### config.mk
export PLATFORM = sky130hd
export DESIGN_NAME = dp_arbiter_flat
export DESIGN_NICKNAME = d
export VERILOG_FILES = /design/src/rtl/dp_pkg.sv /design/src/rtl/dp_arbiter_if.sv /design/src/rtl/dp_arb_sel.sv /design/src/rtl/dp_arbiter.sv /design/src/flat_wrapper.sv
export SDC_FILE = /design/constraint.sdc
export NUM_CORES = 1
export LEC_CHECK = 0
export BUFFER_PORTS_ARGS = -buffer_cell sky130_fd_sc_hd__buf_2
export CORE_ASPECT_RATIO = 0.6
export CORE_MARGIN = 2
export CORE_UTILIZATION = 32
export CTS_CLUSTER_SIZE = 24
export DETAILED_ROUTE_END_ITERATION = 10
export PLACE_DENSITY = 0.67
export SETUP_SLACK_MARGIN = 0.1
export SYNTH_ARGS = -nofsm -noshare
export SYNTH_HDL_FRONTEND = slang
export SYNTH_SLANG_ARGS = --single-unit
export TNS_END_PERCENT = 10
### constraint.sdc
create_clock -name Clk -period 2.33 [get_ports Clk]
set_input_delay 0.466 -clock Clk [delete_from_list [all_inputs] [get_ports Clk]]
set_output_delay 0.466 -clock Clk [all_outputs]
set_load 0.02 [all_outputs]
### src/rtl/dp_pkg.sv
// Shared definitions for the datapath arbiter: command bundle layout, arbiter
// state encoding and the ALU opcodes shared with the control unit.
package dp_pkg;

  localparam int unsigned CMD_W       = 28;
  localparam int unsigned RDATA_W     = 16;

  // Command bundle field layout, LSB first.
  localparam int unsigned ALU_S_LSB   = 0;
  localparam int unsigned ALU_S_W     = 3;
  localparam int unsigned RB_RD_BIT   = 3;
  localparam int unsigned RB_ADDR_LSB = 4;
  localparam int unsigned RA_RD_BIT   = 8;
  localparam int unsigned RA_ADDR_LSB = 9;
  localparam int unsigned W_WR_BIT    = 13;
  localparam int unsigned W_ADDR_LSB  = 14;
  localparam int unsigned RF_ADDR_W   = 4;
  localparam int unsigned RF_S_BIT    = 18;
  localparam int unsigned D_WR_BIT    = 19;
  localparam int unsigned D_ADDR_LSB  = 20;
  localparam int unsigned D_ADDR_W    = 8;

  localparam logic [ALU_S_W-1:0] ALU_PASS_A = 3'd0;
  localparam logic [ALU_S_W-1:0] ALU_ADD    = 3'd1;
  localparam logic [ALU_S_W-1:0] ALU_SUB    = 3'd2;
  localparam logic [ALU_S_W-1:0] ALU_AND    = 3'd3;
  localparam logic [ALU_S_W-1:0] ALU_OR     = 3'd4;
  localparam logic [ALU_S_W-1:0] ALU_XOR    = 3'd5;
  localparam logic [ALU_S_W-1:0] ALU_NOT_A  = 3'd6;
  localparam logic [ALU_S_W-1:0] ALU_PASS_B = 3'd7;

  typedef enum logic [1:0] {
    StIdle    = 2'd0,
    StOwnCpu  = 2'd1,
    StOwnHost = 2'd2
  } arb_state_e;

  typedef enum logic {
    OwnerCpu  = 1'b0,
    OwnerHost = 1'b1
  } owner_e;

  function automatic logic [D_ADDR_W-1:0] cmd_d_addr(input logic [CMD_W-1:0] cmd);
    return cmd[D_ADDR_LSB +: D_ADDR_W];
  endfunction

endpackage

### src/rtl/dp_arbiter_if.sv
// Requester/datapath bundle around the arbiter. master = CPU/HOST/datapath side,
// slave = the arbiter itself.
interface dp_arbiter_if #(
  parameter int unsigned CMD_W = 28
) ();

  logic             cpu_req;
  logic             cpu_last;
  logic [CMD_W-1:0] cpu_cmd;
  logic             cpu_gnt;
  logic             host_req;
  logic             host_last;
  logic [CMD_W-1:0] host_cmd;
  logic             host_gnt;
  logic [15:0]      dp_mux_out;
  logic [CMD_W-1:0] dp_cmd;
  logic [15:0]      host_rdata;
  logic             host_rvalid;

  modport master (
    output cpu_req, cpu_last, cpu_cmd,
    output host_req, host_last, host_cmd,
    output dp_mux_out,
    input  cpu_gnt, host_gnt, dp_cmd, host_rdata, host_rvalid
  );

  modport slave (
    input  cpu_req, cpu_last, cpu_cmd,
    input  host_req, host_last, host_cmd,
    input  dp_mux_out,
    output cpu_gnt, host_gnt, dp_cmd, host_rdata, host_rvalid
  );

endinterface

### src/rtl/dp_arb_sel.sv
// Combinational winner selection between CPU and HOST. rr_ptr names the requester
// served last; on a tie the other one wins unless HOST priority is configured.
module dp_arb_sel
  import dp_pkg::*;
#(
  parameter int unsigned HOST_PRIO = 0
) (
  input  logic   cpu_req,
  input  logic   host_req,
  input  owner_e rr_ptr,
  output logic   pick_cpu,
  output logic   pick_host
);

  always_comb begin
    pick_cpu  = 1'b0;
    pick_host = 1'b0;
    if (cpu_req && host_req) begin
      if ((HOST_PRIO != 0) || (rr_ptr == OwnerCpu)) begin
        pick_host = 1'b1;
      end else begin
        pick_cpu = 1'b1;
      end
    end else begin
      pick_cpu  = cpu_req;
      pick_host = host_req;
    end
  end

endmodule

### src/rtl/dp_arbiter.sv
// Registered-grant arbiter sharing the datapath command bundle between the CPU
// control unit and the host loader, with beat timeout and host read capture.
module dp_arbiter
  import dp_pkg::*;
#(
  parameter int unsigned CMD_W     = dp_pkg::CMD_W,
  parameter int unsigned HOST_PRIO = 0,
  parameter int unsigned MAX_BEATS = 16
) (
  input  logic        Clk,
  input  logic        Reset,
  dp_arbiter_if.slave bus,
  output logic        err_timeout,
  output logic [1:0]  arb_state
);

  localparam int unsigned CntW = (MAX_BEATS > 1) ? $clog2(MAX_BEATS) : 1;
  localparam logic [CntW-1:0] LastBeat = CntW'(MAX_BEATS - 1);

  arb_state_e       state_q, state_d;
  owner_e           rr_ptr_q, rr_ptr_d;
  logic [CntW-1:0]  beat_cnt_q, beat_cnt_d;
  logic             err_q, err_d;
  logic [15:0]      rdata_q, rdata_d;
  logic             rvalid_q, rvalid_d;
  logic [CMD_W-1:0] dp_cmd;

  logic   owned, owner_host, owner_req, owner_last, beat, timeout, release_own;
  owner_e sel_ptr;
  logic   pick_cpu, pick_host;

  assign owned       = (state_q != StIdle);
  assign owner_host  = (state_q == StOwnHost);
  assign owner_req   = owner_host ? bus.host_req  : bus.cpu_req;
  assign owner_last  = owner_host ? bus.host_last : bus.cpu_last;
  assign beat        = owned && owner_req;
  assign timeout     = beat && !owner_last && (beat_cnt_q == LastBeat);
  assign release_own = owned && (!owner_req || owner_last || timeout);

  // On release the pointer is the releasing owner, so a waiting other requester
  // takes over without a bubble; otherwise the same one may keep the grant.
  assign sel_ptr = owned ? (owner_host ? OwnerHost : OwnerCpu) : rr_ptr_q;

  dp_arb_sel #(
    .HOST_PRIO(HOST_PRIO)
  ) u_sel (
    .cpu_req  (bus.cpu_req),
    .host_req (bus.host_req),
    .rr_ptr   (sel_ptr),
    .pick_cpu (pick_cpu),
    .pick_host(pick_host)
  );

  always_comb begin
    state_d    = state_q;
    rr_ptr_d   = rr_ptr_q;
    beat_cnt_d = beat_cnt_q;
    err_d      = err_q || timeout;
    rdata_d    = rdata_q;
    rvalid_d   = 1'b0;
    dp_cmd     = '0;

    unique case (state_q)
      StIdle: begin
        beat_cnt_d = '0;
        if (pick_cpu) begin
          state_d = StOwnCpu;
        end else if (pick_host) begin
          state_d = StOwnHost;
        end
      end
      StOwnCpu, StOwnHost: begin
        if (beat) begin
          dp_cmd = owner_host ? bus.host_cmd : bus.cpu_cmd;
        end
        if (release_own) begin
          rr_ptr_d   = owner_host ? OwnerHost : OwnerCpu;
          beat_cnt_d = '0;
          if (pick_cpu) begin
            state_d = StOwnCpu;
          end else if (pick_host) begin
            state_d = StOwnHost;
          end else begin
            state_d = StIdle;
          end
          // Only a normal last beat returns read data; forced/abandoned do not.
          if (owner_host && beat && owner_last) begin
            rdata_d  = bus.dp_mux_out;
            rvalid_d = 1'b1;
          end
        end else if (beat) begin
          beat_cnt_d = beat_cnt_q + CntW'(1);
        end
      end
      default: begin
        state_d = StIdle;
      end
    endcase
  end

  always_ff @(posedge Clk or negedge Reset) begin
    if (!Reset) begin
      state_q    <= StIdle;
      rr_ptr_q   <= OwnerHost;
      beat_cnt_q <= '0;
      err_q      <= 1'b0;
      rdata_q    <= '0;
      rvalid_q   <= 1'b0;
    end else begin
      state_q    <= state_d;
      rr_ptr_q   <= rr_ptr_d;
      beat_cnt_q <= beat_cnt_d;
      err_q      <= err_d;
      rdata_q    <= rdata_d;
      rvalid_q   <= rvalid_d;
    end
  end

  assign bus.cpu_gnt     = (state_q == StOwnCpu);
  assign bus.host_gnt    = (state_q == StOwnHost);
  assign bus.dp_cmd      = dp_cmd;
  assign bus.host_rdata  = rdata_q;
  assign bus.host_rvalid = rvalid_q;
  assign err_timeout     = err_q;
  assign arb_state       = state_q;

endmodule

### src/flat_wrapper.sv
// flat-port wrapper written by rule: the top's interface ports become plain ports
module dp_arbiter_flat import dp_pkg::*;
#(
  parameter int unsigned CMD_W     = dp_pkg::CMD_W,
  parameter int unsigned HOST_PRIO = 0,
  parameter int unsigned MAX_BEATS = 16
)
  (Clk, Reset, err_timeout, arb_state, bus_cpu_req, bus_cpu_last, bus_cpu_cmd, bus_host_req, bus_host_last, bus_host_cmd, bus_dp_mux_out, bus_cpu_gnt, bus_host_gnt, bus_dp_cmd, bus_host_rdata, bus_host_rvalid);
  dp_arbiter_if #(.CMD_W(CMD_W)) bus_i ();
  input  logic Clk;
  input  logic Reset;
  output logic err_timeout;
  output logic [1:0] arb_state;
  input wire logic [$bits(bus_i.cpu_req)-1:0] bus_cpu_req;
  input wire logic [$bits(bus_i.cpu_last)-1:0] bus_cpu_last;
  input wire logic [$bits(bus_i.cpu_cmd)-1:0] bus_cpu_cmd;
  input wire logic [$bits(bus_i.host_req)-1:0] bus_host_req;
  input wire logic [$bits(bus_i.host_last)-1:0] bus_host_last;
  input wire logic [$bits(bus_i.host_cmd)-1:0] bus_host_cmd;
  input wire logic [$bits(bus_i.dp_mux_out)-1:0] bus_dp_mux_out;
  output wire logic [$bits(bus_i.cpu_gnt)-1:0] bus_cpu_gnt;
  output wire logic [$bits(bus_i.host_gnt)-1:0] bus_host_gnt;
  output wire logic [$bits(bus_i.dp_cmd)-1:0] bus_dp_cmd;
  output wire logic [$bits(bus_i.host_rdata)-1:0] bus_host_rdata;
  output wire logic [$bits(bus_i.host_rvalid)-1:0] bus_host_rvalid;
  assign bus_i.cpu_req = bus_cpu_req;
  assign bus_i.cpu_last = bus_cpu_last;
  assign bus_i.cpu_cmd = bus_cpu_cmd;
  assign bus_i.host_req = bus_host_req;
  assign bus_i.host_last = bus_host_last;
  assign bus_i.host_cmd = bus_host_cmd;
  assign bus_i.dp_mux_out = bus_dp_mux_out;
  assign bus_cpu_gnt = bus_i.cpu_gnt;
  assign bus_host_gnt = bus_i.host_gnt;
  assign bus_dp_cmd = bus_i.dp_cmd;
  assign bus_host_rdata = bus_i.host_rdata;
  assign bus_host_rvalid = bus_i.host_rvalid;
  dp_arbiter #(.CMD_W(CMD_W), .HOST_PRIO(HOST_PRIO), .MAX_BEATS(MAX_BEATS)) u_core (.Clk(Clk), .Reset(Reset), .bus(bus_i), .err_timeout(err_timeout), .arb_state(arb_state));
endmodule
==> run summary, run 1 <==
status -> finished clean
routed length per instance -> 13.15 um
clock share of power -> 7.7%
Layout Utilization -> 53.99%
post-synthesis sequential area ratio -> 37.39%
Max-Cap Viols -> 0
VDD IR-drop max -> 526.3 uV
Worst R2R Path Depth -> 7
clock root cell -> clkbuf_8
CTS tree -> built
max frequency -> 435.0 MHz
Post-synth EDFFs -> 0
worst slew pin tran -> 0.5502 ns
Slew Limit Fails -> 0
top cells by area, synth -> dfrtp_1 (36%), mux2i_1 (17%), mux2_4 (8.1%), mux2_2 (7.4%), nor2_1 (6.9%)
Worst Hold Slack -> 0.1798 ns
Post-route DRC -> 0
H-tree levels -> 1
mapped cell area -> 1677 um^2
global-route wire length before repair -> 7024 um
dpl ws -> 0.1472 ns
Ant. Diodes -> 0
Reg clk slew, reported paths -> 0.08 ns
synthesized flop and latch total -> 25
Area Overhead vs Synth -> 62.76%
TritonCTS Buffers -> 3
Sw Pwr -> 0.001418 W
Flop pwr share -> 22.0%
core area -> 5055 um^2
critical path peak fanout -> 14
Setup crit end kind -> output pin
Vias -> 1,596
Synth Instances -> 160
Setup Viol. Count Final -> 0
Die X -> 97.45 um
Setup CP Type -> reg -> out
Nets -> 373
WP data arrival -> 1.83 ns
minimum clock period -> 2.299 ns
total power -> 0.003164 W
area of the multi-input gates -> 1141 um^2
Worst EP required -> 1.86 ns
Cell Int Power -> 0.001746 W
final wirelength -> 4655 um
Power Density -> 1160 nW/um^2
Via density -> 4.508
Leakage Power -> 1.457 nW
share of the synthesized area in the top cell type -> 35.82%
Die H -> 60.07 um
Async S/R FF share, synth -> 100.0%
fillers -> 469
period utilization -> 98.67%
FF/Latch Area -> 629.4 um^2
Sink Count -> 25
syn_nets -> 244
antenna violations before repair -> 0
Final Wtd Congestion -> 0.7702
Mean Syn Cell Area -> 10.48 um^2
Unique masters post-synth -> 32
port bufs -> 127
cell taking the most area after synthesis -> dfrtp_1
RSZ-0062 raised after global routing -> yes
YS warnings -> 0
Antenna Nets Post-Route -> 0
Setup TNS Final -> 0 ns
Row Count -> 20
Clock Latency Late Sink -> 0.26 ns
CTS max path bufs -> 2
initial drt markers -> 37
HP Class -> in -> async
Total GRT Usage -> 15.00%
I/O Pins -> 128
Comb power frac -> 70.3%
worst setup margin -> 0.03105 ns
Fin. Hold Viols -> 0
Initial Util -> 33.17%
max_slew headroom -> 63.32%
GR Overflow Total -> 0
largest net degree at the start of global routing -> 36
drt pass-1 iters -> 4
Startpoint Class -> register
vias in the first global route -> 1,490
Die Area -> 5854 um^2
switching power share of the total -> 44.81%
worst clock skew -> 0.008330 ns
detailed placer's ending HPWL -> 3658 um
Primary FF master, synth -> dfrtp_1
layout cells sized above 1 -> 65.63%
-- layout make-up --
type | count | area share (%)
Multi-Input combinational cell | 121 | 41.82
Timing Repair Buffer | 134 | 29.85
Sequential cell | 25 | 23.06
Tap cell | 66 | 3.026
Clock buffer | 3 | 1.513
Inverter | 4 | 0.5502
Clock inverter | 1 | 0.1834
-- metal layers --
layer	up-vias	track usage, %	part of all wire [%]
met2	44	24.43	50
li1	807	-	-
met5	-	0	0
met1	743	21.25	46
met3	2	3.275	4.1
met4	0	2.183	0.26
-- Yosys cell counts, types with 3 or more instances --
master,number
dfrtp_1,24
mux2_4,9
nand3_1,3
ha_1,6
buf_2,3
mux2i_1,29
mux2_2,11
nor2_1,31
o21ai_0,3
inv_1,4
nand2_1,6
a21oi_1,4
-- stage by stage --
stage	cell area (um^2)	std cells
final	2729	354
after global routing	2729	354
after CTS	2650	354
after detailed placement	2544	346
after global placement	2544	346
after floorplan	1876	160
-- sequential cells by signal (all words and copies together) (netlist names) --
register	cells
u_core.arb_state	2
u_core.beat_cnt_q	4
u_core.bus.host_rdata	16
u_core.bus.host_rvalid	1
u_core.err_timeout	1
u_core.rr_ptr_q	1
-- what timing repair did --
action / in CTS / in global routing
hold buffers: 0 / 0
setup buffers: 3 / 0
endpoints found under the setup margin: 28 / 28
gates resized for setup: 5 / 30
gates cloned: 1 / 0
-- path summary, 6_finish.rpt --
check / start / endpoint / slack, ns
worst min-delay path: Reset / u_core.beat_cnt_q[0] / 0.18
max in group asynchronous: Reset / u_core.arb_state[0] / 1.75
min in group Clk: bus_dp_mux_out[10] / u_core.bus.host_rdata[10] / 0.42
worst max-delay path: u_core.arb_state[1] / bus_dp_cmd[27] / 0.03
worst min register to register: u_core.err_timeout / u_core.err_timeout / 0.47
worst max register to register: u_core.arb_state[1] / u_core.arb_state[1] / 0.28
-- logic make-up (layout without fill, tap and decap cells) --
kind of cell / after synthesis / in the layout / share of synthesized area, %
flip-flops: 25 / 25 / 37.39
adder cells (fa/ha/maj): 6 / 6 / 4.477
AND/OR/NAND/NOR: 51 / 51 / 13.95
multiplexers: 49 / 49 / 32.76
AO/OA/AOI/OAI: 15 / 15 / 5.970
buffers and inverters: 14 / 142 / 5.447
-- worst max-delay path: stages (launching register included) --
cell     delay (ns)
dfrtp_2        0.42
buf_4          0.15
ha_4           0.17
mux2i_1        0.13
or2_4          0.27
buf_12         0.17
nor2_1         0.11
buf_4          0.15
-- power by group through the flow --
| stage | clock network, W | logic (W) | registers [W] |
|---|---|---|---|
| CTS | 0.000262 | 0.00216 | 0.000697 |
| detailed placement | 0 | 0.00203 | 0.000717 |
| global route | 0.000288 | 0.00238 | 0.000724 |
| global placement | 0 | 0.00200 | 0.000712 |
| finish | 0.000245 | 0.00222 | 0.000697 |
| floorplan | 0 | 0.00139 | 0.000880 |
-- placed cells by master (no fill, tap or decap), types with 2 or more instances in the layout --
cell type   n
nand3_1     3
o211ai_1    2
nor2_2      2
nor2_1      9
buf_6       3
o21ai_0     3
mux2_4      9
buf_4      29
nor2_4     20
nor2b_1     2
a21oi_1     4
nand2_1     6
mux2i_1    29
buf_12      2
inv_1       3
buf_2      99
dfrtp_2     2
or3_1       2
mux2_2     11
a21o_1      2
ha_4        2
ha_1        4
dfrtp_1    22
clkbuf_8    3
Power figures use the tool's default switching activity.
==> run 2: changes to the inputs <==
Settings changed: CELL_PAD_IN_SITES_DETAIL_PLACEMENT set to 0, CELL_PAD_IN_SITES_GLOBAL_PLACEMENT set to 1, CORE_UTILIZATION 32 to 28, PLACE_DENSITY 0.67 to not set, PLACE_DENSITY_LB_ADDON set to 0.1.
==> run summary, run 2 (synthesis results as in run 1) <==
Total GRT Usage -> 14.01% (was 15.00%)
Power Density -> 1159 nW/um^2 (was 1160 nW/um^2)
CP top delay family -> buffers and inverters (unchanged)
Comb power frac -> 71.8% (was 70.3%)
Leakage Power -> 1.511 nW (was 1.457 nW)
Antenna Nets Post-Route -> 0 (unchanged)
RSZ-0062 raised after global routing -> yes (unchanged)
antenna violations before repair -> 0 (unchanged)
minimum clock period -> 2.326 ns (was 2.299 ns)
Nets -> 379 (was 373)
met2 wire len -> 2300 um (was 2310 um)
TritonCTS Buffers -> 3 (unchanged)
port bufs -> 127 (unchanged)
H-tree levels -> 1 (unchanged)
Slew Limit Fails -> 0 (unchanged)
Row Count -> 21 (was 20)
Clock Latency Late Sink -> 0.27 ns (was 0.26 ns)
CTS tree -> built (unchanged)
max frequency -> 429.9 MHz (was 435.0 MHz)
dpl ws -> 0.1399 ns (was 0.1472 ns)
worst setup margin -> 0.003891 ns (was 0.03105 ns)
period utilization -> 99.83% (was 98.67%)
Setup crit end kind -> output pin (unchanged)
worst slew pin tran -> 0.5401 ns (was 0.5502 ns)
switching power share of the total -> 44.08% (was 44.81%)
Initial Util -> 29.54% (was 33.17%)
CTS max path bufs -> 2 (unchanged)
WP data arrival -> 1.86 ns (was 1.83 ns)
GR Overflow Total -> 0 (unchanged)
Flop pwr share -> 20.7% (was 22.0%)
Worst Hold Slack -> 0.1666 ns (was 0.1798 ns)
Cell Int Power -> 0.001889 W (was 0.001746 W)
Die Area -> 6643 um^2 (was 5854 um^2)
max reg flops -> 16 (unchanged)
clock share of power -> 7.5% (was 7.7%)
crit-path cells -> buf_6, ha_4, mux2i_2, or2_4, clkbuf_16, nor2_1, buf_4 (was buf_4, ha_4, mux2i_1, or2_4, buf_12, nor2_1, buf_4)
Sw Pwr -> 0.001489 W (was 0.001418 W)
Ant. Diodes -> 0 (unchanged)
Area Overhead vs Synth -> 73.88% (was 62.76%)
fillers -> 549 (was 469)
Vias -> 1,629 (was 1,596)
Final Wtd Congestion -> 0.7156 (was 0.7702)
I/O Pins -> 128 (unchanged)
HP Class -> in -> async (unchanged)
final wirelength -> 4846 um (was 4655 um)
Die X -> 103.9 um (was 97.45 um)
critical path peak fanout -> 7 (was 14)
Fin. Hold Viols -> 0 (unchanged)
met3 WL post-DR -> 335 um (was 189 um)
routed length on met1 -> 2190 um (was 2141 um)
Worst EP required -> 1.86 ns (about the same)
Crit path largest cell delay -> 0.41 ns (was 0.42 ns)
Critical-path top delay cell -> dfrtp_2 (unchanged)
Die H -> 63.94 um (was 60.07 um)
routed length per instance -> 12.96 um (was 13.15 um)
worst clock skew -> 0.005530 ns (was 0.008330 ns)
layout cells sized above 1 -> 68.37% (was 65.63%)
Setup CP Type -> reg -> out (unchanged)
Via density -> 4.356 (was 4.508)
CP Buf/Inv Count -> 3 (unchanged)
Reg clk slew, reported paths -> 0.09 ns (was 0.08 ns)
Sink Count -> 25 (unchanged)
global-route wire length before repair -> 7569 um (was 7024 um)
most frequent cells in the layout -> buf_2 (99), mux2i_1 (27), nor2_4 (24), buf_6 (24), dfrtp_1 (22) (was buf_2 (99), mux2i_1 (29), buf_4 (29))
DR top layer -> met4 (unchanged)
max_slew headroom -> 63.99% (was 63.32%)
largest net degree at the start of global routing -> 26 (was 36)
Setup TNS Final -> 0 ns (unchanged)
detailed placer's ending HPWL -> 3693 um (was 3658 um)
commonest non-fill, non-tap cell in the layout -> buf_2 (unchanged)
Startpoint Class -> register (unchanged)
Setup Viol. Count Final -> 0 (unchanged)
Max-Cap Viols -> 0 (unchanged)
initial drt markers -> 56 (was 37)
drt pass-1 iters -> 4 (unchanged)
vias in the first global route -> 1,566 (was 1,490)
VDD IR-drop max -> 508.0 uV (was 526.3 uV)
Post-route DRC -> 0 (unchanged)
core area -> 5675 um^2 (was 5055 um^2)
clock root cell -> clkbuf_8 (unchanged)
status -> finished clean (unchanged)
-- run 2: final cells by class --
type	count	area (um^2)	share of cell area, %
Multi-Input combinational cell	121	1179	40.43
Timing Repair Buffer	140	943.4	32.36
Sequential cell	25	629.4	21.59
Tap cell	80	100.1	3.433
Clock buffer	3	41.29	1.416
Inverter	4	17.52	0.6009
Clock inverter	1	5.005	0.1717
-- run 2: worst reg2reg max path: cells and delay by family, from the launching register on --
| kind | cells | cell delay (ns) |
|---|---|---|
| simple gates | 2 | 0.38 |
| fa+ha+maj | 1 | 0.17 |
| buf+inv | 2 | 0.33 |
| compound gates | 1 | 0.37 |
| flops | 1 | 0.41 |
| mux | 1 | 0.30 |
-- run 2: final timing paths --
| kind | startpoint | endpoint | slack [ns] | depth (start not counted) |
|---|---|---|---|---|
| setup / recovery | u_core.arb_state[1] | bus_dp_cmd[3] | 0.004 | 7 |
| hold / removal | Reset | u_core.bus.host_rdata[3] | 0.17 | 1 |
| setup reg to reg | u_core.arb_state[1] | u_core.arb_state[0] | 0.26 | 7 |
| hold reg to reg | u_core.err_timeout | u_core.err_timeout | 0.46 | 1 |
| max in group asynchronous | Reset | u_core.arb_state[0] | 1.76 | 1 |
| min in group Clk | bus_dp_mux_out[7] | u_core.bus.host_rdata[7] | 0.42 | 2 |
-- run 2: per-stage QoR --
| step | instances | cell area, um^2 | util, % | total power (W) |
|---|---|---|---|---|
| 6_report | 374 | 2915 | 51.37 | 0.003378 |
| 3_5_place_dp | 362 | 2564 | 45.17 | 0.002740 |
| 3_3_place_gp | 362 | 2564 | 45.17 | 0.002741 |
| 2_1_floorplan | 160 | 1876 | - | 0.002267 |
| 5_1_grt | 374 | 2915 | 51.37 | 0.003614 |
| 4_1_cts | 370 | 2675 | 47.13 | 0.003124 |
-- run 2: power by group through the flow --
stage                     Combinational, W  Clock [W]  Sequential (W)
after floorplan                    0.00139          0        0.000880
after global placement             0.00202          0        0.000720
after detailed placement           0.00203          0        0.000713
after CTS                          0.00216   0.000270        0.000695
after global routing               0.00260   0.000288        0.000725
final                              0.00243   0.000253        0.000698
-- run 2: timing repair --
action | 4_1_cts | 5_1_grt
pin swaps | 0 | 4
resized for setup | 7 | 60
endpoints found under the setup margin | 28 | 30
cloned | 1 | 1
setup buffers | 3 | 3
endpoints found under the hold margin | 0 | 0
hold buffers | 0 | 0
-- run 2: metal layers --
metal / global-route usage, % / vias up
li1: - / 821
met1: 18.86 / 751
met2: 22.20 / 55
met3: 5.000 / 2
met4: 2.027 / 0
met5: 0 / -
